File: src/rtl/note_synth_pwm.sv
// -----------------------------------------------------------------------------
// note_synth_pwm
//   Single-voice note synthesizer. A request picks one of seven notes (C4..B4),
//   plays it as a square wave for dur_ms milliseconds, follows it with a fixed
//   silent gap, then becomes ready again. The square wave is amplitude-scaled by
//   a free-running PWM carrier and emitted as a registered 1-bit audio stream.
//
// Parameters
//   PWM_BITS   : width of the PWM carrier counter (carrier = clk / 2^PWM_BITS), >= 3
//   GAP_CYCLES : silent cycles after each note, >= 1
//   MS_CYCLES  : clock cycles per millisecond, 1..131072
//   HALF_SHIFT : right shift applied to the half-period table (0 = true pitch);
//                nonzero values give scaled-down builds
//
// Ports
//   clk_100mhz : system clock
//   reset      : synchronous active-high reset
//   note_in    : note bitmask, bit0=C4 .. bit6=B4 (lowest set bit wins)
//   note_valid : play request, qualified by note_ready
//   dur_ms     : note duration in ms (0 = request discarded)
//   vol        : volume 0..7 (0 = silent)
//   note_ready : high in IDLE only
//   playing    : high while a tone is sounding
//   cur_note   : one-hot latched note, 0 when not playing
//   aud_pwm    : registered PWM audio output
//   aud_sd     : amplifier enable, high only while playing
// -----------------------------------------------------------------------------
module note_synth_pwm #(
   parameter int PWM_BITS   = 8,
   parameter int GAP_CYCLES = 1_000_000,
   parameter int MS_CYCLES  = 100_000,
   parameter int HALF_SHIFT = 0
) (
   input  logic       clk_100mhz,
   input  logic       reset,
   input  logic [6:0] note_in,
   input  logic       note_valid,
   input  logic [9:0] dur_ms,
   input  logic [2:0] vol,
   output logic       note_ready,
   output logic       playing,
   output logic [6:0] cur_note,
   output logic       aud_pwm,
   output logic       aud_sd
);

   localparam int GAP_W = (GAP_CYCLES > 1) ? $clog2(GAP_CYCLES) : 1;

   typedef enum logic [1:0] {IDLE, PLAY, GAP} state_t;

   state_t              state_reg, state_next;
   logic [6:0]          note_reg;
   logic [9:0]          dur_reg;
   logic [2:0]          vol_reg;
   logic [17:0]         tone_reg;
   logic                square_reg;
   logic [16:0]         ms_sub_reg;
   logic [9:0]          ms_cnt_reg;
   logic [GAP_W-1:0]    gap_reg;
   logic [PWM_BITS-1:0] pwm_reg;

   logic [6:0]          first_bit;
   logic [17:0]         half_full;
   logic [17:0]         half;
   logic [PWM_BITS-1:0] level;
   logic                accept;
   logic                tone_wrap;
   logic                ms_wrap;
   logic                play_done;
   logic                gap_done;

   // Priority select: keep only the lowest-index set bit of note_in.
   assign first_bit[0] = note_in[0];
   generate
      for (genvar gi = 1; gi < 7; gi++) begin : g_first
         assign first_bit[gi] = note_in[gi] & ~(|note_in[gi-1:0]);
      end
   endgenerate

   // Half-period (in clock cycles) of the latched note.
   always_comb begin
      half_full = 18'd191113;
      case (note_reg)
         7'b0000001: half_full = 18'd191113;  // C4
         7'b0000010: half_full = 18'd170265;  // D4
         7'b0000100: half_full = 18'd151685;  // E4
         7'b0001000: half_full = 18'd143172;  // F4
         7'b0010000: half_full = 18'd127551;  // G4
         7'b0100000: half_full = 18'd113636;  // A4
         7'b1000000: half_full = 18'd101239;  // B4
         default:    half_full = 18'd191113;
      endcase
   end

   assign half      = half_full >> HALF_SHIFT;
   assign level     = PWM_BITS'(vol_reg) << (PWM_BITS - 3);
   assign accept    = note_valid && (state_reg == IDLE) && (note_in != 7'd0) && (dur_ms != 10'd0);
   assign tone_wrap = (tone_reg == half - 18'd1);
   assign ms_wrap   = (ms_sub_reg == 17'(MS_CYCLES - 1));
   assign play_done = ms_wrap && (ms_cnt_reg == dur_reg - 10'd1);
   assign gap_done  = (gap_reg == GAP_W'(GAP_CYCLES - 1));

   always_comb begin
      state_next = state_reg;
      case (state_reg)
         IDLE:    if (accept)    state_next = PLAY;
         PLAY:    if (play_done) state_next = GAP;
         GAP:     if (gap_done)  state_next = IDLE;
         default:                state_next = IDLE;
      endcase
   end

   always_ff @(posedge clk_100mhz) begin
      if (reset) begin
         state_reg  <= IDLE;
         note_reg   <= 7'd0;
         dur_reg    <= 10'd0;
         vol_reg    <= 3'd0;
         tone_reg   <= 18'd0;
         square_reg <= 1'b0;
         ms_sub_reg <= 17'd0;
         ms_cnt_reg <= 10'd0;
         gap_reg    <= '0;
         pwm_reg    <= '0;
         aud_pwm    <= 1'b0;
      end else begin
         state_reg <= state_next;
         pwm_reg   <= pwm_reg + PWM_BITS'(1);
         aud_pwm   <= (state_reg == PLAY) && square_reg && (pwm_reg < level);

         if (accept) begin
            note_reg   <= first_bit;
            dur_reg    <= dur_ms;
            vol_reg    <= vol;
            tone_reg   <= 18'd0;
            square_reg <= 1'b1;
            ms_sub_reg <= 17'd0;
            ms_cnt_reg <= 10'd0;
         end else if (state_reg == PLAY) begin
            if (tone_wrap) begin
               tone_reg   <= 18'd0;
               square_reg <= ~square_reg;
            end else begin
               tone_reg <= tone_reg + 18'd1;
            end
            if (ms_wrap) begin
               ms_sub_reg <= 17'd0;
               ms_cnt_reg <= ms_cnt_reg + 10'd1;
            end else begin
               ms_sub_reg <= ms_sub_reg + 17'd1;
            end
         end

         // Gap counter only runs in GAP; held at 0 elsewhere so GAP entry starts fresh.
         if (state_reg == GAP) gap_reg <= gap_reg + GAP_W'(1);
         else                  gap_reg <= '0;
      end
   end

   assign note_ready = (state_reg == IDLE);
   assign playing    = (state_reg == PLAY);
   assign aud_sd     = (state_reg == PLAY);
   assign cur_note   = (state_reg == PLAY) ? note_reg : 7'd0;

endmodule

File: config.mk
export PLATFORM = sky130hd
export DESIGN_NAME = note_synth_pwm
export DESIGN_NICKNAME = d
export VERILOG_FILES = /design/src/rtl/note_synth_pwm.sv
export SDC_FILE = /design/constraint.sdc
export NUM_CORES = 1
export LEC_CHECK = 0
export BUFFER_PORTS_ARGS = -buffer_cell sky130_fd_sc_hd__buf_2
export CAP_MARGIN = 5
export CORE_UTILIZATION = 54
export DETAILED_ROUTE_END_ITERATION = 7
export PLACE_DENSITY_LB_ADDON = 0.2
export SLEW_MARGIN = 20
export SYNTH_ARGS = -nofsm -noshare
export SYNTH_HDL_FRONTEND = slang
export SYNTH_SLANG_ARGS = --single-unit
File: constraint.sdc
create_clock -name clk_100mhz -period 9.3 [get_ports clk_100mhz]
set_input_delay 0.93 -clock clk_100mhz [delete_from_list [all_inputs] [get_ports clk_100mhz]]
set_output_delay 0.93 -clock clk_100mhz [all_outputs]
set_load 0.05 [all_outputs]
==> qor.txt, run 1 <==
CP max stage cell -> dfxtp_1
Syn-to-layout area delta -> 7.12%
H-tree depth -> 3
Syn Inst Count -> 617
Yosys top cell area share -> 37.3%
Fin crit period -> 3.50 ns
Dominant cells by area after synthesis -> dfxtp_1 37%, xnor2_1 7.6%, nor2_1 7.0%, xor2_1 6.1%, mux2i_1 3.1%
Crit path capture type -> flip-flop
RSZ-0062 raised after global routing -> no
Area leader, netlist -> dfxtp_1
Type of the worst setup path -> reg -> reg
Max incr delay on CP -> 0.78 ns
Synth Cell Area -> 5200 um^2
Placer Congestion -> 0.907
Status -> completed
Core area -> 9280 um^2
Clock buffer count from CTS -> 9
Mean Syn Cell Area -> 8.44 um^2
CP max FO -> 19
Number of global-route vias before repair -> 3989
Fin cells -> 764
Pwr dens -> 153 nW/um^2
CTS root buf -> clkbuf_8
Cts hold-fix bufs -> 0
Cell chain of the critical path -> xnor2_1 > o22ai_1 > a21oi_1 > ha_1 > xor2_1 > o221ai_1 > a2111oi_1 > nand4_2 > o21ai_4 > nor2_1
Setup TNS Final -> 0 ns
Ys Warns -> 0
CP top delay family -> compound AO/OA/AOI/OAI gates
Crit path buf inv count -> 0
Routed wire per std cell -> 13.5 um
Max Fclk -> 0.286 GHz
DR vias -> 4220
Post-synthesis register bit count -> 97
Final net count -> 662
Clock buffer depth -> 2
Die area -> 10000 um^2
Die height -> 100 um
GR Overflow Total -> 0
Cts repair resizes -> 0
Layout cell share with drive strength beyond 1 -> 11.5%
Worst-Margin Slew -> 0.880 ns
Synth cell types -> 64
Post-synthesis async set-or-reset flop share -> 0%
Post-Syn Nets -> 649
Fin util -> 60.1%
Maxcap violations -> 0
Post-Place Cells -> 748
First-pass GRT wire length -> 18100 um
Post-synth EDFFs -> 0
Die width -> 100 um
Main flop type after synthesis -> dfxtp_1
Number of antenna-violating nets in the routed design -> 0
Clk_lat worst skew -> 0.36 ns
Critical path startpoint category -> flip-flop
Clk_skew -> 0.00648 ns
Lkg Pwr -> 2.07 nW
Period utilisation layout -> 37.6%
Max FFs per register -> 20
Post-synthesis sequential area ratio -> 37.3%
Worst Path Required -> 9.54 ns
Antenna fix cells -> 0
Power after layout -> 0.854 mW
Min-Delay Path Class -> reg -> reg
I/O pin count -> 34
1st-pass router iterations -> 5
Largest net degree at the start of global routing -> 28
Core Rows -> 35
Worst-path clk slew -> 0.10 ns
Post-CTS setup buffers -> 0
Initial antenna violation count -> 0
GRT Total Usage -> 22.4%
Via density -> 5.52
CTS sink count -> 97
IO buf count -> 33
Detailed placement HPWL -> 7540 um
Final hold viol count -> 0
Final max-slew violation count -> 0
Slew margin rel. -> 41.3%
DRC viols -> 0
TritonCTS clock tree -> yes
Final setup fails -> 0
Worst EP arrival -> 3.74 ns
Peak VDD IR -> 78.3 uV
Hold slack -> 0.444 ns
Number of DRC violations after detailed-routing iteration 0 -> 142
Final WL -> 10300 um
Synth top cells by count -> 97 x dfxtp_1, 97 x nor2_1, 45 x xnor2_1, 38 x nand2_1, 36 x xor2_1
Starting density of the core -> 56.1%
[stage by stage]
stage | area (um^2) | setup WS (ns)
after floorplan | 5200 | 6.27
after global placement | 5360 | 5.91
after detailed placement | 5360 | 5.84
after CTS | 5580 | 5.82
after global routing | 5580 | 5.45
final | 5580 | 5.80
[where the power goes]
part	switching (mW)	total, mW	internal (mW)
Clock	0.162	0.293	0.130
Combinational	0.0744	0.121	0.0466
Sequential	0.0140	0.440	0.426
[cell type report]
cell class,count,area [um^2]
timing repair buffer,33,165
fill,871,3710
sequential,97,1940
tap,129,161
clock buffer,9,124
inverter,21,78.8
multi-input combinational,468,3010
clock inverter,7,90.1
[cell usage in the layout, fill, tap and decap left out, types with 18 or more instances in the layout]
cell / instances
nor2_1: 97
dfxtp_1: 97
xnor2_1: 45
nand2_1: 38
xor2_1: 36
buf_2: 33
nand3_1: 29
inv_1: 21
a21oi_1: 18
o21ai_0: 18
[routing by layer]
| metal | global-route usage [%] | wire length (um) | vias up |
|---|---|---|---|
| met1 | 28.4 | 4750 | 1974 |
| met2 | 38.6 | 5000 | 71 |
| met4 | 6.47 | 148 | 0 |
| met3 | 4.60 | 414 | 18 |
| li1 | - | - | 2157 |
| met5 | 0 | 0 | - |
[final timing paths]
path / start / end / slack, ns / depth (start not counted)
worst max-delay path: note_reg[4]$_SDFFE_PP0P_ / tone_reg[6]$_SDFFE_PP0P_ / 5.80 / 10
worst min register to register: pwm_reg[0]$_SDFF_PP0_ / pwm_reg[0]$_SDFF_PP0_ / 0.44 / 1
worst min-delay path: pwm_reg[0]$_SDFF_PP0_ / pwm_reg[0]$_SDFF_PP0_ / 0.44 / 1
worst max register to register: note_reg[4]$_SDFFE_PP0P_ / tone_reg[6]$_SDFFE_PP0P_ / 5.80 / 10
[kinds of logic after synthesis]
| kind of cell | after synthesis | synth area share (%) |
|---|---|---|
| AO/OA/AOI/OAI | 76 | 10.5 |
| XOR/XNOR | 81 | 13.6 |
| adder cells (fa/ha/maj) | 9 | 2.16 |
| buffers and inverters | 52 | 4.78 |
| flip-flops | 97 | 37.3 |
| multiplexers | 17 | 3.29 |
| AND/OR/NAND/NOR | 285 | 28.3 |
(Power assumes the default switching activity.)
==> run 2, diff against run 1 <==
clock period = 3.2 ns   (was 9.3 ns; I/O delays follow)
==> run 2 against run 1 <==
Die area did not move. Design area rose by 2.7%. Register-to-register slack got worse by 5.6 ns. Clock skew rose by 0.0094 ns. Cell count rose by 1.7%. Sequential power rose to 2.9 times the previous value. Wire length rose by 4.3%. Critical path type unchanged. Critical endpoint is now tone_reg[0]$_SDFFE_PP0P_. Largest cell class unchanged. Highest routed layer unchanged.
==> qor.txt, run 2 (same netlist as run 1, synthesis figures left out) <==
DR vias -> 4322
First-pass GRT wire length -> 18400 um
Die height -> 100 um
Final WL -> 10800 um
Crit path capture type -> flip-flop
Final setup fails -> 0
FILL cells -> 814
Starting density of the core -> 56.1%
Maxcap violations -> 0
GRT Total Usage -> 23.0%
Lkg Pwr -> 2.15 nW
Met2 WL -> 5140 um
Core Rows -> 35
DRC viols -> 0
Via density -> 5.56
Placer Congestion -> 0.996
Hold_sp -> vol[2]
Die width -> 100 um
Period utilisation layout -> 93.6%
Final Instance Area -> 5730 um^2
Flop2flop setup slack -> 0.21 ns
I/O pin count -> 34
CTS sink count -> 97
Worst-path clk slew -> 0.10 ns
Type of the worst setup path -> reg -> reg
CTS root buf -> clkbuf_8
R2r startpoint -> note_reg[3]$_SDFFE_PP0P_
1st-pass router iterations -> 4
Max FFs per register -> 20
Layout cell share with drive strength beyond 1 -> 14.8%
Peak VDD IR -> 233 uV
Min-Delay Path Class -> in -> reg
Hold EP -> vol_reg[2]$_SDFFE_PP0P_
Routed wire per std cell -> 13.9 um
H-tree depth -> 3
Worst EP arrival -> 3.24 ns
Final net count -> 675
Met1 WL -> 4950 um
CP max FO -> 17
Status -> completed
Pwr dens -> 440 nW/um^2
Clk_lat worst skew -> 0.36 ns
Clock buffer count from CTS -> 9
Worst-Margin Slew -> 0.810 ns
Fin crit period -> 2.99 ns
Syn-to-layout area delta -> 10.0%
Fin util -> 61.7%
Dpl cell area -> 5470 um^2
Clk_skew -> 0.0159 ns
Final max-slew violation count -> 0
DR top layer -> met4
Reg-to-reg endpoint -> tone_reg[0]$_SDFFE_PP0P_
Slew margin rel. -> 45.8%
Largest net degree at the start of global routing -> 28
GR Overflow Total -> 0
Final hold viol count -> 0
Max Fclk -> 0.334 GHz
Setup TNS Final -> 0 ns
R2R depth -> 13
Number of DRC violations after detailed-routing iteration 0 -> 183
Critical path startpoint category -> flip-flop
Antenna fix cells -> 0
Number of antenna-violating nets in the routed design -> 0
Clock buffer depth -> 2
Hold path depth -> 3
Core area -> 9280 um^2
Post-CTS setup buffers -> 0
IO buf count -> 33
Cts hold-fix bufs -> 0
Detailed placement HPWL -> 7960 um
Die area -> 10000 um^2
Number of global-route vias before repair -> 3988
Worst Path Required -> 3.45 ns
Initial antenna violation count -> 0
Commonest non-fill, non-tap cell in the layout -> nor2_1
Met3 WL -> 425 um
TritonCTS clock tree -> yes
Commonest cells after routing, fill and taps aside -> 97 x nor2_1, 93 x dfxtp_1, 45 x xnor2_1
run 2: final cells by class:
cell class | count | area [um^2] | area share (%)
multi-input cells | 468 | 3050 | 53.2
flip-flops and latches | 97 | 1950 | 34.0
repair buffers | 46 | 275 | 4.81
well taps | 129 | 161 | 2.82
clock buffers | 10 | 138 | 2.40
clock inverters | 6 | 82.6 | 1.44
inverters | 21 | 78.8 | 1.38
run 2: worst max path at each step:
stage	start	endpoint	slack [ns]	cells after the start
after floorplan	note_reg[0]$_SDFFE_PP0P_	tone_reg[15]$_SDFFE_PP0P_	0.23	13
after global placement	note_reg[3]$_SDFFE_PP0P_	tone_reg[6]$_SDFFE_PP0P_	0.21	12
after detailed placement	note_reg[6]$_SDFFE_PP0P_	tone_reg[5]$_SDFFE_PP0P_	0.09	12
after CTS	note_reg[6]$_SDFFE_PP0P_	tone_reg[0]$_SDFFE_PP0P_	0.05	12
after global routing	note_reg[3]$_SDFFE_PP0P_	tone_reg[4]$_SDFFE_PP0P_	-0.03	12
final	note_reg[3]$_SDFFE_PP0P_	tone_reg[0]$_SDFFE_PP0P_	0.21	13
run 2: layer usage:
layer	up-vias	track usage (%)
li1	2188	-
met1	2017	29.5
met2	90	38.2
met3	27	4.74
met4	0	8.25
met5	-	0
run 2: metrics by stage:
| step | setup slack (ns) | instances | power, mW | hold WS (ns) |
|---|---|---|---|---|
| 3_5_place_dp | 0.0864 | 761 | 1.68 | 0.431 |
| 2_1_floorplan | 0.234 | 617 | 1.59 | 0.413 |
| 6_report | 0.206 | 777 | 2.52 | 0.187 |
| 5_1_grt | -0.0258 | 777 | 2.65 | 0.186 |
| 4_1_cts | 0.0496 | 777 | 2.55 | 0.172 |
| 3_3_place_gp | 0.211 | 761 | 1.67 | 0.428 |
run 2: worst max-delay path, stage by stage (launching register included):
cell	delay [ns]
dfxtp_2	0.38
or3_4	0.37
nor4_2	0.29
nor2_1	0.13
a21oi_1	0.16
ha_1	0.20
xnor2_1	0.12
nor4b_2	0.22
o2bb2ai_1	0.13
a211oi_2	0.23
nand4_2	0.21
o21ai_4	0.21
buf_12	0.18
nor2_1	0.05
run 2: timing repair:
| action | CTS | global route |
|---|---|---|
| endpoints found under the setup margin | 0 | 19 |
| gates resized for setup | 0 | 10 |
| endpoints found under the hold margin | 0 | 0 |
run 2: report_power, final:
part	switching (mW)	leakage [nW]	internal, mW
registers	0.0351	0.787	1.24
logic	0.233	1.26	0.152
clock network	0.459	0.108	0.401
total	0.728	2.15	1.79
==> run 3, diff against run 2 <==
ABC_AREA = 1   (was unset)
CTS_BUF_LIST = sky130_fd_sc_hd__clkbuf_2 sky130_fd_sc_hd__clkbuf_4 sky130_fd_sc_hd__clkbuf_8   (was unset)
==> run 3 against run 2 <==
Die area barely moved. Flip-flop and latch count did not move. First-iteration DRC count fell by 16%. Largest cell class unchanged. Via count rose by 10%. Clock skew fell by 0.0035 ns.
==> qor.txt, run 3 <==
Status -> completed
Layout cell share with drive strength beyond 1 -> 14.1%
Dominant cells by area after synthesis -> dfxtp_1 37%, nand2_1 9.5%, nor2_1 8.4%, inv_1 6.0%, xor2_1 5.9%
Setup TNS Final -> 0 ns
Critical Path Source -> note_reg[4]$_SDFFE_PP0P_
CTS sink count -> 97
Final net count -> 814
Synth top cells by count -> 132 x nand2_1, 116 x nor2_1, 97 x dfxtp_1, 83 x inv_1, 58 x nand3_1
Slew margin rel. -> 47.1%
Reg power frac -> 52.3%
Synth cell types -> 39
Clock buffer depth -> 2
DRC viols -> 0
Via density -> 5.20
GRT Total Usage -> 24.9%
Final hold viol count -> 0
Yosys top cell area share -> 37.3%
Synth Cell Area -> 5210 um^2
Cts hold-fix bufs -> 0
Xor and xnor area share after synthesis -> 6.39%
Area leader, netlist -> dfxtp_1
FILL cells -> 897
Antenna fix cells -> 0
CP max FO -> 17
Ys Warns -> 0
Dpl cell area -> 5480 um^2
Post-Place Cells -> 900
Post-CTS setup buffers -> 0
Sw Share -> 28.7%
Period utilisation layout -> 79.4%
Die area -> 10000 um^2
Number of DRC violations after detailed-routing iteration 0 -> 154
Fin cells -> 916
Routed wire per std cell -> 12.5 um
Place WS -> 0.675 ns
Post-synthesis simple-gate area fraction -> 36.6%
Syn-to-layout area delta -> 9.06%
Max Fclk -> 0.394 GHz
Post-synth EDFFs -> 0
Clk_skew -> 0.0124 ns
Power after layout -> 2.42 mW
Clock share of power -> 34.2%
Fin util -> 61.2%
Internal Power -> 1.73 mW
Fin crit period -> 2.54 ns
CTS root buf -> clkbuf_8
Core Rows -> 35
Final WS setup -> 0.660 ns
Final max-slew violation count -> 0
Commonest cells after routing, fill and taps aside -> 132 x nand2_1, 116 x nor2_1, 97 x dfxtp_1
Combinational fraction of design power -> 13.5%
Largest net degree at the start of global routing -> 25
Number of global-route vias before repair -> 4678
Adder-cell area share of the yosys netlist -> 2.16%
Clock buffer count from CTS -> 9
Placer Congestion -> 0.976
Post-Syn Nets -> 781
Min-Delay Path Class -> in -> reg
Commonest non-fill, non-tap cell in the layout -> nand2_1
Final setup fails -> 0
Post-synthesis compound-gate area fraction -> 9.23%
1st-pass router iterations -> 4
DR vias -> 4766
Initial antenna violation count -> 0
R2r startpoint -> note_reg[4]$_SDFFE_PP0P_
IO buf count -> 33
Mean Syn Cell Area -> 6.95 um^2
Worst-Margin Slew -> 0.793 ns
Max FFs per register -> 20
Maxcap violations -> 0
Count leader, synth -> nand2_1
Critical path startpoint category -> flip-flop
Pwr dens -> 427 nW/um^2
Largest family of logic cells by synthesized area -> simple AND/OR/NAND/NOR gates
Type of the worst setup path -> reg -> reg
Post-synthesis mux area share -> 0%
Switching pwr -> 0.696 mW
Lkg Pwr -> 2.15 nW
Post-synthesis register bit count -> 97
Worst Path Required -> 3.45 ns
First-pass GRT wire length -> 20300 um
Main flop type after synthesis -> dfxtp_1
Peak VDD IR -> 238 uV
TritonCTS clock tree -> yes
Die height -> 100 um
Worst EP arrival -> 2.79 ns
Cts repair resizes -> 0
Post-synthesis sequential area ratio -> 37.3%
Hold_sp -> vol[0]
Syn Inst Count -> 749
Core area -> 9280 um^2
Final WL -> 11400 um
Clk_lat worst skew -> 0.37 ns
Die width -> 100 um
RSZ-0062 raised after global routing -> no
H-tree depth -> 3
Final Instance Area -> 5680 um^2
Crit path capture type -> flip-flop
GR Overflow Total -> 0
I/O pin count -> 34
Number of antenna-violating nets in the routed design -> 0
Hold slack -> 0.189 ns
Starting density of the core -> 56.1%
Worst-path clk slew -> 0.10 ns
Post-synthesis async set-or-reset flop share -> 0%
Detailed placement HPWL -> 8770 um
-- run 3: path summary, 6_finish.rpt --
path,slack [ns],to,depth (start not counted)
hold / removal,0.19,vol_reg[0]$_SDFFE_PP0P_,3
hold reg to reg,0.45,gap_reg[0]$_SDFF_PP0_,1
setup / recovery,0.66,tone_reg[9]$_SDFFE_PP0P_,17
setup reg to reg,0.66,tone_reg[9]$_SDFFE_PP0P_,17
-- run 3: power groups by stage --
stage	logic, mW	clock network [mW]	registers [mW]
3_5_place_dp	0.325	0	1.29
3_3_place_gp	0.318	0	1.29
5_1_grt	0.376	0.905	1.27
6_report	0.327	0.829	1.27
4_1_cts	0.327	0.851	1.27
2_1_floorplan	0.257	0	1.29
-- run 3: kinds of logic (layout without fill, tap and decap cells) --
| logic type | Yosys count | count (layout) |
|---|---|---|
| xor gates and xnor gates | 38 | 38 |
| buffers and inverters | 109 | 147 |
| and+or+nand+nor | 408 | 408 |
| AOI/OAI and AO/OA | 88 | 88 |
| adders and majority gates | 9 | 9 |
| DFF | 97 | 97 |
-- run 3: final cells by class --
type | instances | area [um^2] | share of cell area, %
multi-input combinational | 543 | 2830 | 49.9
sequential | 97 | 1940 | 34.2
inverter | 96 | 360 | 6.35
timing repair buffer | 35 | 180 | 3.17
tap | 129 | 161 | 2.84
clock buffer | 10 | 138 | 2.42
clock inverter | 6 | 65.1 | 1.15
-- run 3: layer usage --
layer | track usage (%) | vias up | share of wire, % | wire length [um]
met5 | 0 | - | 0 | 0
met4 | 10.4 | 0 | 2.6 | 301
met3 | 3.76 | 21 | 2.8 | 319
li1 | - | 2491 | - | -
met1 | 31.0 | 2192 | 48 | 5430
met2 | 43.0 | 62 | 47 | 5350
-- run 3: critical path, cell delays in order (launching register included) --
cell,delay [ns]
dfxtp_1,0.42
inv_1,0.11
nand3_1,0.11
nor2_2,0.07
nor2_4,0.17
nand2_2,0.08
nand2_1,0.09
inv_1,0.04
ha_1,0.29
xnor2_1,0.12
nor2_1,0.10
nand4_1,0.09
nor2_1,0.12
nand2_1,0.08
nor2_2,0.09
nand3_2,0.11
nand2_4,0.22
nor3b_1,0.08
